`src/rtl/bcd_addsub_serial.sv`:
```
// Digit-serial BCD adder/subtractor: one digit per clock, sign-magnitude difference.
// Optional input nibble validation with bcd_err output when BCD_CHECK_EN is defined.
module bcd_addsub_serial #(
    parameter int unsigned N_DIGITS = 3
) (
    input  logic                  clk,
    input  logic                  reset,
    input  logic                  start,
    input  logic                  op_sub,
    input  logic [4*N_DIGITS-1:0] a,
    input  logic [4*N_DIGITS-1:0] b,
    output logic                  busy,
    output logic                  valid,
    output logic [4*N_DIGITS+3:0] result,
    output logic                  neg
`ifdef BCD_CHECK_EN
    ,
    output logic                  bcd_err
`endif
);

    localparam int unsigned W     = 4 * N_DIGITS;
    localparam int unsigned IDX_W = (N_DIGITS > 1) ? $clog2(N_DIGITS) : 1;

    typedef enum logic [1:0] {
        IDLE = 2'd0,
        CALC = 2'd1,
        FIX  = 2'd2,
        DONE = 2'd3
    } state_t;

    state_t           state;
    logic [W-1:0]     opa;
    logic [W-1:0]     opb;
    logic [W-1:0]     acc;
    logic             op_sub_q;
    logic             carry;
    logic             carry_dig;
    logic             neg_pend;
    logic [IDX_W-1:0] idx;

    logic [3:0]       nib_a_c;
    logic [3:0]       nib_b_c;
    logic [4:0]       sum_c;
    logic             carry_c;
    logic [3:0]       digit_c;
    logic [W-1:0]     acc_next_c;
    logic             last_c;

    // Shared BCD digit adder: CALC adds operand digits, FIX complements the accumulator digit
    always_comb begin
        nib_a_c = 4'd0;
        nib_b_c = 4'd0;
        if (state == FIX) begin
            nib_a_c = 4'(4'd9 - acc[3:0]);
        end else begin
            nib_a_c = opa[3:0];
            nib_b_c = op_sub_q ? 4'(4'd9 - opb[3:0]) : opb[3:0];
        end
        sum_c      = 5'(nib_a_c) + 5'(nib_b_c) + 5'(carry);
        carry_c    = (sum_c > 5'd9);
        digit_c    = carry_c ? 4'(sum_c + 5'd6) : sum_c[3:0];
        acc_next_c = (acc >> 4) | (W'(digit_c) << (W - 4));
        last_c     = (idx == IDX_W'(N_DIGITS - 1));
    end

`ifdef BCD_CHECK_EN
    logic bad_c;
    logic err_q;

    always_comb begin
        bad_c = 1'b0;
        for (int unsigned i = 0; i < N_DIGITS; i++) begin
            if (a[4*i +: 4] > 4'd9 || b[4*i +: 4] > 4'd9) bad_c = 1'b1;
        end
    end
`endif

    always_ff @(posedge clk or negedge reset) begin
        if (!reset) begin
            state     <= IDLE;
            opa       <= '0;
            opb       <= '0;
            acc       <= '0;
            op_sub_q  <= 1'b0;
            carry     <= 1'b0;
            carry_dig <= 1'b0;
            neg_pend  <= 1'b0;
            idx       <= '0;
            busy      <= 1'b0;
            valid     <= 1'b0;
            result    <= '0;
            neg       <= 1'b0;
`ifdef BCD_CHECK_EN
            err_q     <= 1'b0;
            bcd_err   <= 1'b0;
`endif
        end else begin
            valid <= 1'b0;
            case (state)
                IDLE: begin
                    if (start) begin
                        opa      <= a;
                        opb      <= b;
                        op_sub_q <= op_sub;
                        carry    <= op_sub;
                        idx      <= '0;
                        acc      <= '0;
                        busy     <= 1'b1;
                        state    <= CALC;
`ifdef BCD_CHECK_EN
                        err_q    <= bad_c;
`endif
                    end
                end
                CALC: begin
`ifdef BCD_CHECK_EN
                    if (err_q) state <= DONE;
                    else
`endif
                    begin
                        acc   <= acc_next_c;
                        opa   <= opa >> 4;
                        opb   <= opb >> 4;
                        carry <= carry_c;
                        idx   <= idx + IDX_W'(1);
                        if (last_c) begin
                            idx <= '0;
                            // A final borrow (no carry) on subtract means a<b: complement the result
                            if (op_sub_q && !carry_c) begin
                                carry_dig <= 1'b0;
                                neg_pend  <= 1'b1;
                                carry     <= 1'b1;
                                state     <= FIX;
                            end else begin
                                carry_dig <= op_sub_q ? 1'b0 : carry_c;
                                neg_pend  <= 1'b0;
                                state     <= DONE;
                            end
                        end
                    end
                end
                FIX: begin
                    acc   <= acc_next_c;
                    carry <= carry_c;
                    idx   <= idx + IDX_W'(1);
                    if (last_c) begin
                        idx   <= '0;
                        state <= DONE;
                    end
                end
                DONE: begin
                    valid  <= 1'b1;
                    busy   <= 1'b0;
                    result <= {3'b000, carry_dig, acc};
                    neg    <= neg_pend;
                    state  <= IDLE;
`ifdef BCD_CHECK_EN
                    bcd_err <= err_q;
                    if (err_q) begin
                        result <= '0;
                        neg    <= 1'b0;
                    end
`endif
                end
                default: state <= IDLE;
            endcase
        end
    end

endmodule

```
`config.mk`:
```
export PLATFORM = sky130hd
export DESIGN_NAME = bcd_addsub_serial
export DESIGN_NICKNAME = d
export VERILOG_FILES = /design/src/rtl/bcd_addsub_serial.sv
export SDC_FILE = /design/constraint.sdc
export NUM_CORES = 1
export LEC_CHECK = 0
export BUFFER_PORTS_ARGS = -buffer_cell sky130_fd_sc_hd__buf_2
export CORE_ASPECT_RATIO = 0.6
export CORE_UTILIZATION = 45
export CTS_CLUSTER_SIZE = 8
export DETAILED_ROUTE_END_ITERATION = 12
export PLACE_DENSITY = 0.66
export SLEW_MARGIN = 25
export SYNTH_ARGS = -nofsm -noshare
export SYNTH_HDL_FRONTEND = slang
export SYNTH_SLANG_ARGS = --single-unit
```
`constraint.sdc`:
```
create_clock -name clk -period 4.6 [get_ports clk]
set_clock_uncertainty 0.1 [all_clocks]
set_input_delay 0.92 -clock clk [delete_from_list [all_inputs] [get_ports clk]]
set_output_delay 0.92 -clock clk [all_outputs]
set_load 0.05 [all_outputs]
```
==> results.yml, run 1 <==
status:
  outcome: "completed"
yosys:
  yosys_warnings: 0
  synth_cell_types: 39
  synth-main-ff-cell: "dfrtp_1"
  syn_area_per_cell_um2: 10.8
  ys_seq_elements: 60
  ys_seq_area_frac: 0.505
  syn_inst: 276
  synth-edff-count: 0
  synthArstFlopShare: 1.00
  netlist_area_um2: 2970
clock_network:
  cts.reportedPaths.clkPinSlew_ns: 0.06
  cts_hold_buf: 0
  tritoncts: "yes"
  cts_setup_buffers: 0
  htreeDepth: 3
  post_cts_resized: 0
  clock_path_buffers: 2
  numClockSinks: 60
  clock_latency_ns: 0.33
  cts_made_buffers: 9
  cts_root_buf: "clkbuf_8"
detailed_routing:
  drt_iter0_drc: 106
  drt.antenna.violating_nets: 0
  viasPerCell: 5.15
  routedWlPerCell_um: 14.3
  finalWirelength_um: 5760
  drc_errors: 0
  routed-via-count: 2076
  dr.pass1.iters: 4
worst_setup_path:
  regToRegSetupSlack_ns: 1.08
  critPathCaptureType: "flop"
  rr_endpoint: "carry"
  crit_fanout: 11
  crit_arrival_ns: 3.64
  crit_type: "flop to flop"
  r2r_start: "state[0]"
  ff2ff_path_depth: 12
  worstSetupStartpointType: "flop"
  cp_data_required_time_ns: 4.73
die:
  start_util: 0.475
  rows: 22
  die_width_um: 107
  die_h_um: 64.9
  pin_count: 47
  die_area_um2: 6940
  core_area_um2: 6250
hold_path:
  holdPathStages: 2
  worstHoldEndpoint: "opb[7]"
  min_path_type: "flop to flop"
  min_from: "opb[7]"
sta:
  tightest_slew_ns: 0.902
  hold_viol: 0
  fin_crit_sh: 0.764
  period_minus_slack_ns: 3.52
  setup_viol: 0
  fin_hold_ws_ns: 0.378
  clock.fmax_mhz: 284
  max_slew_margin: 0.399
  rsz0062_at_grt: "no"
  drv_slew: 0
  tns_ns: 0
layout:
  num_antenna_cells: 0
  layoutNonFillerInstCount: 403
  layout_commonest_cell: "dfrtp_1"
  syn2layout_area_growth_pct: 15.5
  nets: 356
  drive_above_1_share: 0.260
  fill_cells: 559
  final_cell_mix: "60 x dfrtp_1, 43 x buf_2, 35 x nand2_1"
placed_design:
  port-buffer-count: 43
  hpwl_um: 4140
  place.gp.congestion: 0.809
  dp_cells: 389
grt:
  grt_pass1_wl_um: 10100
  grt_max_degree: 61
  grt_pass1_vias: 2037
  antenna_found_initial: 0
  grt_overflow: 0
  grt_use_total: 0.195
job:
  cap_violations: 0
==> Yosys cell counts, drive strengths merged, types with 2 or more instances <==
cell,count,area (um2)
dfrtp,60,1500
nand2,35,131
o21ai,32,160
mux2i,19,190
mux2,18,203
inv,14,52.6
a22o,12,106
clkbuf,12,45.0
nor2,12,45.0
ha,10,125
a21oi,8,40.0
a22oi,6,45.0
buf,6,43.8
o31ai,4,43.8
xnor2,3,26.3
a21o,2,16.3
and2,2,12.5
and3,2,12.5
fa,2,40.0
nor2b,2,12.5
o211ai,2,15.0
xor2,2,17.5
==> how the worst max path moves through the flow <==
stage          slack (ns)      from    end
2_1_floorplan        1.41  state[0]  carry
3_3_place_gp         1.32  state[0]  carry
3_5_place_dp         1.09  state[0]  carry
4_1_cts              1.06  state[0]  carry
5_1_grt              0.83  state[0]  carry
6_report             1.08  state[0]  carry
==> per-layer routing <==
metal | wire (um) | vias up | global-route usage
li1 | - | 1029 | -
met1 | 3030 | 1000 | 0.282
met2 | 2390 | 41 | 0.270
met3 | 284 | 6 | 0.0674
met4 | 58 | 0 | 0.0634
met5 | 0 | - | 0
==> metrics by stage <==
| step | worst slack (ns) | utilization | area [um2] |
|---|---|---|---|
| floorplan | 1.41 | - | 2980 |
| detailed placement | 1.09 | 0.517 | 3230 |
| CTS | 1.06 | 0.547 | 3420 |
| finish | 1.08 | 0.549 | 3430 |
| global route | 0.827 | 0.549 | 3430 |
| global placement | 1.32 | 0.517 | 3230 |
==> layout make-up <==
cell class	instances	area [um2]	share of cell area
Inverter	14	52.6	0.0153
Multi-Input combinational cell	186	1350	0.394
Clock buffer	12	155	0.0452
Timing Repair Buffer	45	230	0.0671
Sequential cell	60	1500	0.438
Clock inverter	2	35.0	0.0102
Tap cell	84	105	0.0306
==> flip-flops by register name (all words and copies together) (netlist names), 2 cells and up <==
register  flops
idx           2
opa          12
acc          12
state         2
opb          12
result       13
==> kinds of logic (layout without fill, tap and decap cells) <==
family,count (synthesis),in the layout,share of synthesized area
flip-flops,60,60,0.505
XOR/XNOR,5,5,0.0147
AND/OR/NAND/NOR,58,58,0.0842
AO/OA/AOI/OAI,71,71,0.159
adder cells (fa/ha/maj),12,12,0.0556
multiplexers,37,37,0.132
buffers and inverters,32,73,0.0476
other,1,3,0.00126
==> critical path: stages (launching register included) <==
cell and delay [ns]:
dfrtp_1 0.44, inv_1 0.10, ha_1 0.34, o21ai_0 0.31, fa_1 0.24, inv_1 0.06
fa_1 0.41, xnor2_1 0.19, ha_1 0.25, a22o_1 0.27, o31ai_4 0.38, a31oi_1 0.09
o41ai_2 0.23
Power of run 1 is not shown: default switching activity piles up to over one toggle a cycle in this logic, so the estimate is an artifact.
==> run 2: changes to the inputs <==
Clock period 4.6 ns to 3.69 ns, I/O delays scaled along.
==> run 2 against run 1 <==
Against the previous run: worst setup slack lost 0.82 ns; flip-flop and latch count is the same; die area stayed put; non-clock buffer count increased by 2; first-iteration DRC count increased by 13%; fmax up 2.6%; clock-buffer cell count grew 1; final cell count grew 0.74%; worst hold slack got worse by 0.088 ns; routed wire length grew 1.7%.
==> results.yml, run 2 (synthesized netlist as in run 1, its figures left out) <==
sta:
  drv_slew: 0
  max_slew_margin: 0.381
  period_minus_slack_ns: 3.43
  tns_ns: 0
  fin_crit_sh: 0.929
  worst_slack_ns: 0.262
  setup_viol: 0
  fin_hold_ws_ns: 0.290
  rsz0062_at_grt: "no"
  clock.fmax_mhz: 292
  hold_viol: 0
  tightest_slew_ns: 0.928
detailed_routing:
  drt.antenna.violating_nets: 0
  viasPerCell: 5.22
  routed-via-count: 2120
  drc_errors: 0
  finalWirelength_um: 5860
  drt_iter0_drc: 120
  dr.pass1.iters: 4
  routedWlPerCell_um: 14.4
placed_design:
  place.gp.congestion: 0.777
  place_ws_ns: 0.224
  port-buffer-count: 43
  hpwl_um: 4220
grt:
  met2_usage: 0.264
  grt_busiest_layer: "met1"
  met1_usage: 0.296
  grt_pass1_wl_um: 10300
  grt_overflow: 0
  grt_pass1_vias: 2073
  antenna_found_initial: 0
  grt_use_total: 0.196
  use_met3: 0.0563
  grt_max_degree: 45
die:
  die_h_um: 64.9
  core_area_um2: 6250
  pin_count: 47
  rows: 22
  start_util: 0.475
  die_width_um: 107
  die_area_um2: 6940
layout:
  syn2layout_area_growth_pct: 15.0
  multi_input_area_um2: 1340
  num_antenna_cells: 0
  largest_reg_flops: 13
  layout_commonest_cell: "dfrtp_1"
  regMostFlops: "result"
  fill_cells: 580
  final-seq-area_um2: 1500
  nets: 358
  drive_above_1_share: 0.264
  final_cell_mix: "60 x dfrtp_1, 42 x buf_2, 35 x nand2_1"
  fin_util: 0.547
clock_network:
  cts_setup_buffers: 0
  tritoncts: "yes"
  cts_made_buffers: 9
  clock_latency_ns: 0.33
  htreeDepth: 3
  numClockSinks: 60
  clock_path_buffers: 2
  cts.reportedPaths.clkPinSlew_ns: 0.07
  cts_root_buf: "clkbuf_8"
  cts_hold_buf: 0
worst_setup_path:
  crit_path_end: "carry"
  r2r_start: "state[0]"
  crit_fanout: 11
  ff2ff_path_depth: 12
  rr_endpoint: "carry"
  regToRegSetupSlack_ns: 0.26
  crit_type: "flop to flop"
  critPathCaptureType: "flop"
  startpoint: "state[0]"
  worstSetupStartpointType: "flop"
  crit_arrival_ns: 3.56
  cp_data_required_time_ns: 3.82
hold_path:
  min_path_type: "input pin to async pin"
job:
  cap_violations: 0
status:
  outcome: "completed"
-- run 2: cell types whose count changed in the layout (fill, tap and decap cells not counted), sizes merged --
| cell | before | now |
|---|---|---|
| clkinv | 1 | 2 |
| buf | 45 | 47 |
| clkbuf | 12 | 13 |
| bufinv | 1 | 0 |
-- run 2: cell type report --
type | instances | share of cell area
Clock buffer | 13 | 0.0465
Clock inverter | 2 | 0.00293
Inverter | 14 | 0.0154
Multi-Input combinational cell | 186 | 0.393
Sequential cell | 60 | 0.439
Tap cell | 84 | 0.0308
Timing Repair Buffer | 47 | 0.0725
-- run 2: worst max-delay path, stage by stage (launching register included) --
cell	delay (ns)
dfrtp_1	0.45
inv_1	0.11
ha_2	0.27
o21ai_0	0.25
fa_1	0.24
inv_1	0.06
fa_1	0.41
xnor2_1	0.19
ha_1	0.25
a22o_1	0.27
o31ai_4	0.40
a31oi_1	0.10
o41ai_2	0.22
-- run 2: per-stage QoR --
stage / cell area, um2 / std cells
finish: 3420 / 406
global route: 3420 / 406
CTS: 3410 / 406
detailed placement: 3240 / 391
global placement: 3240 / 391
floorplan: 2980 / 278
-- run 2: metal layers --
layer | wire length (um) | vias up
met3 | 257 | 8
met1 | 3200 | 1036
li1 | - | 1038
met2 | 2330 | 38
met5 | 0 | -
met4 | 70 | 0
-- run 2: what timing repair did --
action                                  in CTS  in global routing
resized for setup                            0                  1
endpoints found under the setup margin       0                  3
endpoints found under the hold margin        0                  0
-- run 2: worst min-delay path by stage --
stage                        end  depth (start not counted)
after floorplan           acc[0]                          0
after global placement    opa[4]                          2
after detailed placement  opa[7]                          2
after CTS                 opa[7]                          2
after global routing      opa[5]                          1
final                     opa[6]                          1
Power of run 2 is left out for the same reason.
==> run 3: changes to the inputs <==
Settings changed: CORE_UTILIZATION 45 to 58, CTS_BUF_LIST from default to sky130_fd_sc_hd__clkbuf_4 sky130_fd_sc_hd__clkbuf_8, PLACE_DENSITY 0.66 to 0.81.
==> run 3 against run 2 <==
Against the previous run: clock-buffer cell count fell by 1; utilization up 18 points; register-to-register slack better by 0.06 ns; highest routed layer unchanged.
==> results.yml, run 3 (synthesized netlist as in run 1, its figures left out) <==
sta:
  setup_viol: 0
  fin_hold_ws_ns: 0.323
  tns_ns: 0
  drv_slew: 0
  max_slew_margin: 0.410
  clock.fmax_mhz: 297
  period_minus_slack_ns: 3.37
  hold_viol: 0
  fin_crit_sh: 0.914
  rsz0062_at_grt: "no"
  tightest_slew_ns: 0.886
detailed_routing:
  dr_wl_met2_um: 2710
  wl_met1_um: 2900
  routed-via-count: 2192
  routedWlPerCell_um: 15.7
  dr.pass1.iters: 4
  drt.antenna.violating_nets: 0
  top_layer_used: "met4"
  drc_errors: 0
  drt_iter0_drc: 78
  dr_wl_met3_um: 422
  finalWirelength_um: 6080
  viasPerCell: 5.66
die:
  rows: 19
  pin_count: 47
  core_area_um2: 4750
  die_width_um: 94.4
  die_area_um2: 5420
  start_util: 0.625
  die_h_um: 57.4
worst_setup_path:
  cp_cell_sequence: "inv_1 > ha_2 > nand2_1 > o21ai_1 > fa_1 > inv_1 > fa_1 > xnor2_1 > ha_1 > a22o_1 > o31ai_4 > a31oi_1 > o41ai_2"
  crit_fanout: 11
  worstSetupStartpointType: "flop"
  regToRegSetupSlack_ns: 0.32
  cp_data_required_time_ns: 3.83
  crit_type: "flop to flop"
  crit_path_top_delay_cell: "dfrtp_1"
  crit_arrival_ns: 3.51
  slowest_delay_ns: 0.44
  critPathCaptureType: "flop"
placed_design:
  port-buffer-count: 43
  place.gp.congestion: 0.808
  post_dp_cell_area_um2: 3220
  hpwl_um: 4340
job:
  cap_violations: 0
clock_network:
  cts_root_buf: "clkbuf_8"
  cts_setup_buffers: 0
  numClockSinks: 60
  clock_latency_ns: 0.33
  cts_made_buffers: 9
  tritoncts: "yes"
  clock_path_buffers: 2
  htreeDepth: 3
  cts_hold_buf: 0
  post_cts_resized: 0
  cts.reportedPaths.clkPinSlew_ns: 0.07
layout:
  nets: 359
  layout_commonest_cell: "dfrtp_1"
  num_antenna_cells: 0
  regMostFlops: "result"
  final_cell_mix: "60 x dfrtp_1, 43 x buf_2, 35 x nand2_1"
  final_area_um2: 3430
  syn2layout_area_growth_pct: 15.6
  drive_above_1_share: 0.275
  largest_reg_flops: 13
status:
  outcome: "completed"
hold_path:
  min_path_type: "input pin to async pin"
grt:
  grt_use_total: 0.263
  grt_pass1_wl_um: 10300
  grt_overflow: 0
  grt_max_degree: 33
  antenna_found_initial: 0
  grt_pass1_vias: 2098
run 3: critical path: cells and delay by family, from the launching register on:
| family | cells | cell delay (ns) |
|---|---|---|
| adders and majority gates | 4 | 1.22 |
| AOI/OAI and AO/OA | 5 | 1.06 |
| DFF | 1 | 0.44 |
| xor gates and xnor gates | 1 | 0.21 |
| buffers and inverters | 2 | 0.17 |
| and+or+nand+nor | 1 | 0.08 |
run 3: final cells by class:
type | count | area, um2
Fill cell | 354 | 1320
Tap cell | 63 | 78.8
Sequential cell | 60 | 1500
Clock inverter | 4 | 47.5
Multi-Input combinational cell | 186 | 1340
Timing Repair Buffer | 48 | 253
Clock buffer | 12 | 159
Inverter | 14 | 52.6
run 3: through the flow:
stage,worst slack [ns],utilization,std cells
2_1_floorplan,0.501,-,278
3_3_place_gp,0.409,0.678,371
3_5_place_dp,0.173,0.678,371
4_1_cts,0.108,0.722,387
5_1_grt,0.0476,0.722,387
6_report,0.318,0.722,387
run 3: final timing paths:
check	startpoint	to	cells past startpoint
worst max-delay path	state[0]	carry	13
worst min-delay path	reset	opa[6]	1
worst max register to register	state[0]	carry	13
worst min register to register	opb[4]	opb[4]	2
max in group asynchronous	reset	acc[5]	2
min in group clk	opb[4]	opb[4]	2
run 3: routing by layer:
| metal | track usage | vias to the layer above |
|---|---|---|
| met1 | 0.375 | 1067 |
| met5 | 0 | - |
| met2 | 0.382 | 72 |
| li1 | - | 1045 |
| met3 | 0.0907 | 8 |
| met4 | 0.0769 | 0 |
Power of run 3 is left out for the same reason.
